### config.mk
export PLATFORM = sky130hd
export DESIGN_NAME = yarp_lsu
export DESIGN_NICKNAME = d
export VERILOG_FILES = /design/src/rtl/yarp_pkg.sv /design/src/rtl/yarp_lsu_extend.sv /design/src/rtl/yarp_lsu.sv
export SDC_FILE = /design/constraint.sdc
export NUM_CORES = 1
export LEC_CHECK = 0
export ABC_AREA = 1
export ABC_CLOCK_PERIOD_IN_PS = 2800
export CORE_ASPECT_RATIO = 0.9
export CORE_UTILIZATION = 32
export CTS_CLUSTER_DIAMETER = 100
export DETAILED_ROUTE_END_ITERATION = 16
export PLACE_DENSITY = 0.57
export RECOVER_POWER = 100
export SETUP_SLACK_MARGIN = 0.5
export SLEW_MARGIN = 20
export SYNTH_ARGS = -nofsm -noshare
export SYNTH_HDL_FRONTEND = slang
export SYNTH_HIERARCHICAL = 1
export SYNTH_SLANG_ARGS = --single-unit
### constraint.sdc
create_clock -name clk -period 2.8 [get_ports clk]
set_input_delay 0.42 -clock clk [delete_from_list [all_inputs] [get_ports clk]]
set_output_delay 0.42 -clock clk [all_outputs]
set_load 0.02 [all_outputs]
### src/rtl/yarp_pkg.sv
// Shared YARP definitions: memory access sizes, LSU FSM states and byte-enable helpers.
package yarp_pkg;

  typedef enum logic [1:0] {
    BYTE        = 2'b00,
    HALF_WORD   = 2'b01,
    DOUBLE_WORD = 2'b10,
    WORD        = 2'b11
  } mem_access_size_t;

  typedef enum logic [1:0] {
    IDLE = 2'b00,
    REQ  = 2'b01,
    WAIT = 2'b10,
    RESP = 2'b11
  } lsu_state_t;

  // Low offset bits that must be zero for a naturally aligned access of this size.
  function automatic logic [2:0] size_align_mask(mem_access_size_t size);
    case (size)
      BYTE:        return 3'b000;
      HALF_WORD:   return 3'b001;
      WORD:        return 3'b011;
      default:     return 3'b111;
    endcase
  endfunction

  function automatic logic [7:0] size_to_be(mem_access_size_t size, logic [2:0] offset);
    logic [7:0] base;
    case (size)
      BYTE:        base = 8'h01;
      HALF_WORD:   base = 8'h03;
      WORD:        base = 8'h0F;
      default:     base = 8'hFF;
    endcase
    return base << offset;
  endfunction

endpackage

### src/rtl/yarp_lsu_extend.sv
// Load lane selection and sign/zero extension of a memory read word.
module yarp_lsu_extend
  import yarp_pkg::*;
#(
  parameter int XLEN = 32
) (
  input  logic [XLEN-1:0]            rdata_i,
  input  logic [$clog2(XLEN/8)-1:0]  off_i,
  input  mem_access_size_t           size_i,
  input  logic                       zext_i,
  output logic [XLEN-1:0]            data_o
);

  logic [XLEN-1:0]        lane;
  logic [XLEN-1:0]        left;
  logic signed [XLEN-1:0] sgn;
  logic [6:0]             shamt;

  // Move the field to the top, then shift back down arithmetically or logically.
  always_comb begin
    lane = rdata_i >> {off_i, 3'b000};
    case (size_i)
      BYTE:      shamt = 7'(XLEN - 8);
      HALF_WORD: shamt = 7'(XLEN - 16);
      WORD:      shamt = 7'(XLEN - 32);
      default:   shamt = 7'd0;
    endcase
    left   = lane << shamt;
    sgn    = $signed(left) >>> shamt;
    data_o = zext_i ? (left >> shamt) : sgn;
  end

endmodule

### src/rtl/yarp_lsu.sv
// YARP load/store unit: single outstanding access with grant/rvalid handshake and WAIT timeout.
// Build option YARP_LSU_MISALIGN_CHECK_EN: misaligned accesses fail without a memory request.
module yarp_lsu
  import yarp_pkg::*;
#(
  parameter int XLEN    = 32,
  parameter int ADDR_W  = 32,
  parameter int TIMEOUT = 16
) (
  input  logic                clk,
  input  logic                reset_n,
  input  logic                lsu_req_i,
  input  logic                lsu_we_i,
  input  logic [ADDR_W-1:0]   lsu_addr_i,
  input  logic [XLEN-1:0]     lsu_wdata_i,
  input  mem_access_size_t    lsu_size_i,
  input  logic                lsu_zero_ext_i,
  output logic                lsu_ready_o,
  output logic                lsu_rvalid_o,
  output logic [XLEN-1:0]     lsu_rdata_o,
  output logic                lsu_err_o,
  output logic                mem_req_o,
  output logic                mem_we_o,
  output logic [ADDR_W-1:0]   mem_addr_o,
  output logic [XLEN/8-1:0]   mem_be_o,
  output logic [XLEN-1:0]     mem_wdata_o,
  input  logic                mem_gnt_i,
  input  logic                mem_rvalid_i,
  input  logic [XLEN-1:0]     mem_rdata_i
);

  localparam int BE_W  = XLEN / 8;
  localparam int OFF_W = $clog2(BE_W);
  localparam int CNT_W = $clog2(TIMEOUT + 1);

  lsu_state_t        state_q, state_d;
  logic [CNT_W-1:0]  cnt_q, cnt_d;
  logic [ADDR_W-1:0] addr_q, addr_d;
  logic [BE_W-1:0]   be_q, be_d;
  logic [XLEN-1:0]   wdata_q, wdata_d;
  logic [XLEN-1:0]   rdata_q, rdata_d;
  logic              we_q, we_d;
  logic              zext_q, zext_d;
  logic              err_q, err_d;
  mem_access_size_t  size_q, size_d;
  logic [OFF_W-1:0]  off_q, off_d;

  logic [OFF_W-1:0]  req_off;
  logic              misaligned;
  logic              bad_req;
  logic [XLEN-1:0]   ext_data;

`ifdef YARP_LSU_MISALIGN_CHECK_EN
  assign misaligned = |(lsu_addr_i[OFF_W-1:0] & OFF_W'(size_align_mask(lsu_size_i)));
`else
  assign misaligned = 1'b0;
`endif

  // Without the check, the offset is forced to natural alignment for the access size.
  assign req_off = lsu_addr_i[OFF_W-1:0] & ~OFF_W'(size_align_mask(lsu_size_i));
  assign bad_req = misaligned || ((XLEN == 32) && (lsu_size_i == DOUBLE_WORD));

  yarp_lsu_extend #(.XLEN(XLEN)) u_extend (
    .rdata_i (mem_rdata_i),
    .off_i   (off_q),
    .size_i  (size_q),
    .zext_i  (zext_q),
    .data_o  (ext_data)
  );

  always_comb begin
    state_d = state_q;
    cnt_d   = cnt_q;
    addr_d  = addr_q;
    be_d    = be_q;
    wdata_d = wdata_q;
    rdata_d = rdata_q;
    we_d    = we_q;
    zext_d  = zext_q;
    err_d   = err_q;
    size_d  = size_q;
    off_d   = off_q;
    case (state_q)
      IDLE: begin
        if (lsu_req_i) begin
          addr_d  = {lsu_addr_i[ADDR_W-1:OFF_W], {OFF_W{1'b0}}};
          be_d    = BE_W'(size_to_be(lsu_size_i, 3'(req_off)));
          wdata_d = lsu_wdata_i << {req_off, 3'b000};
          we_d    = lsu_we_i;
          zext_d  = lsu_zero_ext_i;
          size_d  = lsu_size_i;
          off_d   = req_off;
          rdata_d = '0;
          err_d   = bad_req;
          state_d = bad_req ? RESP : REQ;
        end
      end
      REQ: begin
        if (mem_gnt_i) begin
          cnt_d   = '0;
          state_d = WAIT;
        end
      end
      WAIT: begin
        // Data arriving in the final counted cycle still beats the timeout.
        if (mem_rvalid_i) begin
          rdata_d = we_q ? '0 : ext_data;
          err_d   = 1'b0;
          state_d = RESP;
        end else if (cnt_q == CNT_W'(TIMEOUT - 1)) begin
          rdata_d = '0;
          err_d   = 1'b1;
          state_d = RESP;
        end else begin
          cnt_d = cnt_q + CNT_W'(1);
        end
      end
      RESP: begin
        rdata_d = '0;
        err_d   = 1'b0;
        state_d = IDLE;
      end
      default: state_d = IDLE;
    endcase
  end

  always_ff @(posedge clk or negedge reset_n) begin
    if (!reset_n) begin
      state_q <= IDLE;
      cnt_q   <= '0;
      addr_q  <= '0;
      be_q    <= '0;
      wdata_q <= '0;
      rdata_q <= '0;
      we_q    <= 1'b0;
      zext_q  <= 1'b0;
      err_q   <= 1'b0;
      size_q  <= BYTE;
      off_q   <= '0;
    end else begin
      state_q <= state_d;
      cnt_q   <= cnt_d;
      addr_q  <= addr_d;
      be_q    <= be_d;
      wdata_q <= wdata_d;
      rdata_q <= rdata_d;
      we_q    <= we_d;
      zext_q  <= zext_d;
      err_q   <= err_d;
      size_q  <= size_d;
      off_q   <= off_d;
    end
  end

  // Ready is masked by reset so the unit never advertises acceptance while held in reset.
  assign lsu_ready_o  = reset_n && (state_q == IDLE);
  assign lsu_rvalid_o = (state_q == RESP);
  assign lsu_rdata_o  = rdata_q;
  assign lsu_err_o    = err_q;
  assign mem_req_o    = (state_q == REQ);
  assign mem_we_o     = we_q;
  assign mem_addr_o   = addr_q;
  assign mem_be_o     = be_q;
  assign mem_wdata_o  = wdata_q;

endmodule

### Word level (Yosys, flattened, before mapping)

Cells that the tools add are included.

* add/sub/neg operators: 1
* eq/ne operators: 13
* shifts and indexed selects: 6
* muxes and demuxes: 25
* bitwise logic cells: 2
* reduce and logical (&&, ||, !) cells: 10

Operators by type and width (number)
* $mux 32: 5
* $pmux 32 s3: 1
* $shl 32x5->32: 2
* $shr 32x5->32: 2
* $sshr 32x5->32: 1
* $pmux 8 s3: 1
* $pmux 5 s2: 2
* $mux 8: 2
* $mux 5: 3
* $mux 2: 5
* $eq 2x2->1 const B: 4
* $pmux 2 s4: 1
* $shl 8x2->4: 1
* $eq 2x1->1 const B: 3
* $logic_not 2->1: 3
* $ne 2x2->1 const B: 3
* $pmux 2 s3: 1
* $reduce_and 3->1: 2
* $add 5x1->5 const B: 1
* $eq 5x4->1 const B: 1
* $reduce_and 4->1: 1
* $mux 1: 3
* $ne 3x3->1 const B: 1
* $pmux 1 s3: 1
* other kinds (7): 7

* register bits after elaboration: 112
* input bits: 105
* output and inout port bits: 105
* word-level logic and storage cells: 68

### Depth between registers and ports, before layout

Gate-level depths: netlist of run 1.

* depth in word-level cells: 8
* mapped depth: 11
* mapped depth without buffers: 10

### Modules after synthesis

Netlist of run 1, hierarchy kept.

By module, submodules not included
* yarp_lsu: times used 1, cells each 630, area each 5320.1 µm², seq. area each 2802.7 µm²
* yarp_lsu_extend: times used 1, cells each 161, area each 770.7 µm², seq. area each 0.0 µm²

### Least setup slack after synthesis of run 1

OpenSTA, ideal clock, no wires.

* path kind: reg2reg
* from: reg cnt_q[0]
* to: reg rdata_q[0], in the netlist lsu_rdata_o[0]
* setup time: 118 ps
* data arrival time: 1495 ps
* data required time: 2682 ps
* path slack: 1188 ps
* stages on the path, launching flop included: 11
* path buffers: 2
* period minus slack after synthesis: 1612 ps
* cells stage by stage: dfrtp_1 -> ha_1 -> nand2_1 -> nor2_1 -> ha_1 -> nor2_2 -> nand2_2 -> nand3b_4 -> buf_6 -> buf_6 -> o21ai_2

* word-level cells in the longest chain between the ends: 3

Ends and longest elaborated chain
* start: declaration: RTL line yarp_lsu.sv:37 `logic [CNT_W-1:0] cnt_q, cnt_d;`
* start signal: assignment: RTL line yarp_lsu.sv:142 `cnt_q <= cnt_d;`
* $eq 5x4->1: RTL line yarp_lsu.sv:110 `end else if (cnt_q == CNT_W'(TIMEOUT - 1)) begin`
* $ne 3x3->1 (no line)
* $reduce_and 3->1 (no line)
* end signal: assignment: RTL line yarp_lsu.sv:146 `rdata_q <= rdata_d;`
* end: declaration: RTL line yarp_lsu.sv:41 `logic [XLEN-1:0] rdata_q, rdata_d;`

No other way between the ends.
A chain may end at the register's enable or synchronous reset.

### Worst setup path after layout of run 1

* from: reg state_q[1]
* to: reg addr_q[15], in the netlist mem_addr_o[15]

* word-level cells in the longest chain between the ends: 2

Ends and longest elaborated chain
* start: declaration: RTL line yarp_lsu.sv:36 `lsu_state_t state_q, state_d;`
* start signal: assignment: RTL line yarp_lsu.sv:141 `state_q <= state_d;`
* $logic_not 2->1: RTL line yarp_lsu.sv:83 `case (state_q)`
* $reduce_and 2->1 (no line)
* end signal: assignment: RTL line yarp_lsu.sv:143 `addr_q <= addr_d;`
* end: declaration: RTL line yarp_lsu.sv:38 `logic [ADDR_W-1:0] addr_q, addr_d;`

No other way between the ends.

==> metrics, run 1 <==
status finished with violations; failing checks capacitance limit, slew limit; HP Class in2async; unrepaired setup endpoints after global routing no; max frequency 0.456 GHz; CTS tree built; TritonCTS Buffers 9; drt wl/cell 14.9 um; Net Sw Frac 45.8%; Max IR drop VDD 0.439 mV; Clk Latency, worst-skew pair 0.37 ns; first-pass GRT wire length 29,800 um; Final Max Tran Viols 72; slew margin rel. -21.6%; worst stage delay on the critical path 0.64 ns; global-route total usage across every layer 19.4%; initial core utilization 32.9%; Multi-input gate area 2660 um^2; # setup viols final 0; maxcap violations 1; sequential area share after synthesis 46.0%; Placed Cells 1,211; P_leak 4.29 nW; CP Class reg2reg; nets@finish 1,090; slew at the pin with the worst max-slew slack 1.82 ns; commonest non-fill, non-tap cells in the layout nand2_1, dfrtp_1, clkdlybuf4s50_1; Post-Syn Area 6090 um^2; ys flop type dfrtp_1; clk_skew 0.0130 ns; synthesized area per cell 7.70 um^2; post-synthesis instance total 791; clk root buf clkbuf_16; Async SR Flop Fraction 100%; grt total ovfl 0; clk sinks 112; Synth cell types 39; worst path required time 3.06 ns; core area 18,500 um^2; Worst setup EP type flip-flop; setup TNS after final layout 0 ns; Post-CTS Setup Inserts 0; Fin. Hold Viols 0; Final min period 2.19 ns; initial antenna violation count 1; fill count 1,948; area grow syn2layout 39.4%; Clk pwr share 16.2%; initial DRC count 276; Sw Pwr 0.00388 W; hold buffers post-CTS 0; vias in the first global route 5,707; Critical Path Start Type flip-flop; register area 2800 um^2; maximum root-to-sink buffer count 2; Post-synth EDFFs 0; Placer Congestion 0.826; Layout Utilization 45.8%; post-DP HPWL 13,000 um; most common cell after layout, fill and taps aside nand2_1; sequential share of power 30.9%; num ports 210; crit-path cells inv_1 > ha_1 > nand2_1 > clkinv_2 > buf_4 > nand2_1 > nand2_1; post-synthesis register bit count 112; Core Rows 47; Power Dens Cells 997 nW/um^2; port buffer count 207; die span in y 133 um; Post-Layout Cell Count 1,228; H-tree level count 3; layout cells sized above 1 5.80%; Synth warnings 6; via count 5,741; CP max-delay cell nand2_1; DRC Markers 0; Via-to-Cell Ratio 4.68; Clk pin slew, worst setup/hold paths 0.09 ns; internal power 0.00459 W; most common cell type on the critical path nand2_1; Gate power share 52.9%; final period utilization 78.3%; die extent in x 147 um; First-pass DRT Iterations 4; largest net degree at the start of global routing 72; Routed WL 18,300 um; n_diodes 0; crit path DAT 2.45 ns; DRT antenna net count 0; Max FO, Critical Path 33; die area 19,600 um^2
-- metrics by stage --
stage	total power, W	setup slack [ns]	cell area [um^2]	hold WS, ns
finish	0.00846	0.608	8490	0.324
global route	0.00915	0.417	8490	0.376
CTS	0.00892	0.622	8580	0.197
detailed placement	0.00750	0.631	8260	0.464
global placement	0.00748	0.668	8260	0.462
floorplan	0.00573	1.19	6090	0.124
-- Yosys cell counts, types with 4 or more instances --
cell / n / share of area, %
o21ai_2: 22 / 3.2
clkbuf_1: 7 / 0.43
or2_2: 5 / 0.51
nand2_2: 5 / 0.51
dfrtp_1: 112 / 46
ha_1: 7 / 1.4
buf_6: 16 / 3.0
nand2_1: 325 / 20
nand2_4: 4 / 0.74
a21oi_1: 15 / 1.2
buf_2: 15 / 1.2
o21ai_1: 12 / 0.99
nand3_1: 94 / 7.7
buf_4: 4 / 0.49
o21ai_0: 18 / 1.5
nor2_4: 4 / 0.74
nor2_1: 33 / 2.0
nor3_1: 6 / 0.49
inv_1: 58 / 3.6
a22oi_1: 6 / 0.74
-- critical path, delay by kind of cell, from the launching register on --
kind | cells | cell delay, ns
adder cells (fa/ha/maj) | 1 | 0.22
flip-flops | 1 | 0.40
buffers and inverters | 3 | 0.65
AND/OR/NAND/NOR | 3 | 0.80
-- cell type report --
class	instances	share of cell area, %
multi-input combinational	575	31.4
clock inverter	7	1.11
tap	245	3.61
inverter	62	2.79
clock buffer	9	2.65
sequential	112	33.0
timing repair buffer	218	25.5
-- power by group through the flow --
stage / combinational [W] / clock [W] / sequential (W)
final: 0.00447 / 0.00137 / 0.00262
after CTS: 0.00484 / 0.00142 / 0.00266
after detailed placement: 0.00484 / 0 / 0.00266
after floorplan: 0.00246 / 0 / 0.00327
after global placement: 0.00481 / 0 / 0.00266
after global routing: 0.00498 / 0.00146 / 0.00271
-- sequential cells by signal, indices dropped and copies added, names as in the netlist --
signal / count
state_q: 2
mem_wdata_o: 32
mem_be_o: 4
lsu_err_o: 1
mem_addr_o: 30
lsu_rdata_o: 32
mem_we_o: 1
size_q: 2
cnt_q: 5
zext_q: 1
off_q: 2
-- per-layer routing --
metal	track usage, %	share of wire, %
met1	24.3	43
met2	31.2	46
met3	7.52	9.6
met4	4.70	1.3
met5	0	0.071
-- what timing repair did --
| item | 4_1_cts | 5_1_grt |
|---|---|---|
| gates resized for setup | 1 | 1 |
| setup endpoints to repair | 1 | 17 |
| cloned | 0 | 1 |
-- final timing paths --
check | startpoint | endpoint | slack [ns] | depth (start not counted)
max in group asynchronous | reset_n | mem_addr_o[31] | 0.88 | 2
min in group clk | mem_addr_o[20] | mem_addr_o[20] | 0.48 | 2
max | state_q[1] | mem_addr_o[15] | 0.61 | 7
min | reset_n | lsu_rdata_o[20] | 0.32 | 2
min reg2reg | mem_addr_o[20] | mem_addr_o[20] | 0.48 | 2
max reg2reg | state_q[1] | mem_addr_o[15] | 0.61 | 7
-- kinds of logic (layout without fill, tap and decap cells) --
group	after synthesis	count (layout)	synth area share [%]
compound gates	78	78	8.20
fa+ha+maj	7	7	1.44
buf+inv	106	296	9.14
other cells	1	2	0.0616
flops	112	112	46.0
simple gates	487	488	35.1
Power figures use the tool's default switching activity.
==> run 2: changes to the inputs <==
--- a/config.mk
+++ b/config.mk
@@ -6,7 +6,7 @@
 export NUM_CORES = 1
 export LEC_CHECK = 0
 export ABC_AREA = 1
-export ABC_CLOCK_PERIOD_IN_PS = 2800
+export ABC_CLOCK_PERIOD_IN_PS = 2130
 export CORE_ASPECT_RATIO = 0.9
 export CORE_UTILIZATION = 32
 export CTS_CLUSTER_DIAMETER = 100
==> constraint.sdc (replaced) <==
create_clock -name clk -period 2.13 [get_ports clk]
set_input_delay 0.3195 -clock clk [delete_from_list [all_inputs] [get_ports clk]]
set_output_delay 0.3195 -clock clk [all_outputs]
set_load 0.02 [all_outputs]
==> run 2 against run 1 <==
The run still ends with capacitance limit, slew limit left; combinational power grew 66%; global-route usage rose by 1.2 points; sequential share of layout area is 1.8 points lower; register-to-register slack got worse by 0.39 ns; fmax up 15%; via count rose by 3.9%.
==> metrics, run 2 (same netlist as run 1, synthesis figures left out) <==
drt wl/cell 15.4 um (+3.3%); Routed WL 19,500 um (+7.0%); die extent in x 147 um (unchanged); r2r endpoint lsu_rdata_o[4]; Final Instance Area 8990 um^2 (+5.9%); # setup viols final 0 (unchanged); HP Class in2reg; DRT antenna net count 0 (unchanged); Hold EP mem_addr_o[29]; initial antenna violation count 1 (unchanged); nets@finish 1,134 (+4.0%); Critical Path Start Type flip-flop; commonest non-fill, non-tap cells in the layout nand2_1, dfrtp_1, clkdlybuf4s50_1; initial DRC count 405 (+47%); area grow syn2layout 47.7%; core area 18,500 um^2 (unchanged); CP Class reg2reg; R2R setup slack 0.22 ns (-0.39 ns); H-tree level count 3 (unchanged); CP max-delay cell dfrtp_1; final period utilization 89.9% (+12 points); Clk pin slew, worst setup/hold paths 0.09 ns (about the same); most common cell after layout, fill and taps aside nand2_1; hold buffers post-CTS 0 (unchanged); Layout Utilization 48.6% (+2.7 points); Max IR drop VDD 0.597 mV (+36%); clk root buf clkbuf_16; clk_skew 0.0178 ns (+0.00488 ns); WP buf/inv 2 (-1); DRC Markers 0 (unchanged); worst path required time 2.42 ns (-0.64 ns); vias in the first global route 5,787 (+1.4%); first-pass GRT wire length 31,500 um (+5.5%); Hold Crit Start lsu_addr_i[29]; Worst setup EP type flip-flop; Net Sw Frac 45.5% (-0.28 points); Reg-to-Reg Start cnt_q[0]; unrepaired setup endpoints after global routing yes; port buffer count 207 (unchanged); via count 5,965 (+3.9%); worst stage delay on the critical path 0.39 ns (-0.25 ns); Clk pwr share 13.9% (-2.3 points); Post-Place Cell Area 8330 um^2 (+0.85%); crit path DAT 2.21 ns (-0.24 ns); Final min period 1.91 ns (-0.278 ns); failing checks capacitance limit, slew limit; Final Max Tran Viols 113 (+57%); P_leak 4.70 nW (+9.4%); initial core utilization 32.9% (unchanged); num ports 210 (unchanged); R2R depth 11 (+4); Placer Congestion 0.872 (+5.5%); First-pass DRT Iterations 5 (+1); die area 19,600 um^2 (unchanged); Via-to-Cell Ratio 4.69 (+0.31%); Max FO, Critical Path 7 (-79%); Gate power share 58.8% (+5.9 points); status finished with violations; most common cell type on the critical path nand2_1; crit-path cells ha_2 > nand2_1 > nor2_1 > ha_2 > nor2_1 > nand2_1 > nand3b_4 > clkbuf_1 > buf_12 > nand2_1 > o21ai_2; slew margin rel. -6.74% (+15 points); grt total ovfl 0 (unchanged); slew at the pin with the worst max-slew slack 1.60 ns (-0.223 ns); max frequency 0.522 GHz (+15%); setup TNS after final layout 0 ns (unchanged); global-route total usage across every layer 20.5% (+1.2 points); delay-heaviest family, CP simple AND/OR/NAND/NOR gates; Power Dens Cells 1410 nW/um^2 (+41%); Fin. Hold Viols 0 (unchanged); n_diodes 0 (unchanged); internal power 0.00690 W (+50%); largest net degree at the start of global routing 113 (+57%); Crit path depth 11 (+4); TritonCTS Buffers 9 (unchanged); Clk Latency, worst-skew pair 0.38 ns (about the same); maximum root-to-sink buffer count 2 (unchanged); layout cells sized above 1 13.9% (+8.1 points); sequential share of power 27.3% (-3.6 points); CTS tree built; post-DP HPWL 13,000 um (about the same); maxcap violations 1 (unchanged); Sw Pwr 0.00576 W (+49%); clk sinks 112 (unchanged); hold depth 3; die span in y 133 um (unchanged); Core Rows 47 (unchanged)
==> run 2: cell count changes in the layout (fill, tap and decap cells not counted), moves of 7 or more <==
cell | before | now
dlygate4sd3_1 | 102 | 0
dlygate4sd2_1 | 1 | 100
o21ai_0 | 46 | 21
buf_4 | 6 | 25
nand2_1 | 328 | 309
o21ai_2 | 5 | 23
nand2_2 | 3 | 17
buf_6 | 0 | 8
o21ai_1 | 1 | 8
==> run 2: worst min-delay path: cells and delay by family <==
family / cells / cell delay [ns]
buf+inv: 1 / 0.39
simple gates: 2 / 0.10
==> run 2: stage by stage <==
step,total power (W),std cells,setup slack (ns),hold WS [ns]
after CTS,0.0128,1263,0.292,0.146
after floorplan,0.00753,792,0.518,0.0239
after global placement,0.00999,1217,0.275,0.462
after detailed placement,0.00999,1217,0.240,0.464
final,0.0127,1272,0.216,0.468
after global routing,0.0136,1272,0.111,0.485
==> run 2: final cells by class <==
class	count	area (um^2)
repair buffers	258	2470
clock inverters	7	86.3
multi-input cells	579	2860
well taps	245	307
flip-flops and latches	112	2800
inverters	62	239
fillers	1924	9530
clock buffers	9	225
==> run 2: repair_timing <==
item,CTS,global route
cloned,9,1
pin swaps,12,8
buffers inserted,21,8
endpoints found under the setup margin,194,110
resized for setup,164,18
==> run 2: worst max-delay path by stage <==
stage | to | slack (ns) | from
finish | lsu_rdata_o[4] | 0.22 | cnt_q[0]
global placement | lsu_rdata_o[28] | 0.27 | mem_rdata_i[23]
global route | lsu_rdata_o[23] | 0.11 | cnt_q[1]
detailed placement | lsu_rdata_o[29] | 0.24 | mem_rdata_i[23]
floorplan | lsu_rdata_o[0] | 0.52 | cnt_q[0]
CTS | lsu_ready_o | 0.29 | state_q[0]
==> run 2: power by group through the flow <==
stage | Combinational, W | Sequential [W] | Clock, W
3_5_place_dp | 0.00652 | 0.00347 | 0
4_1_cts | 0.00753 | 0.00346 | 0.00183
5_1_grt | 0.00812 | 0.00356 | 0.00190
6_report | 0.00744 | 0.00345 | 0.00176
3_3_place_gp | 0.00650 | 0.00349 | 0
2_1_floorplan | 0.00324 | 0.00429 | 0
==> run 2: metal layers <==
metal | GRT usage (%) | vias up | wire length [um]
li1 | - | 2969 | -
met1 | 27.0 | 2761 | 8400
met2 | 32.4 | 218 | 9160
met3 | 6.38 | 15 | 1710
met4 | 5.84 | 2 | 239
met5 | 0 | - | 12
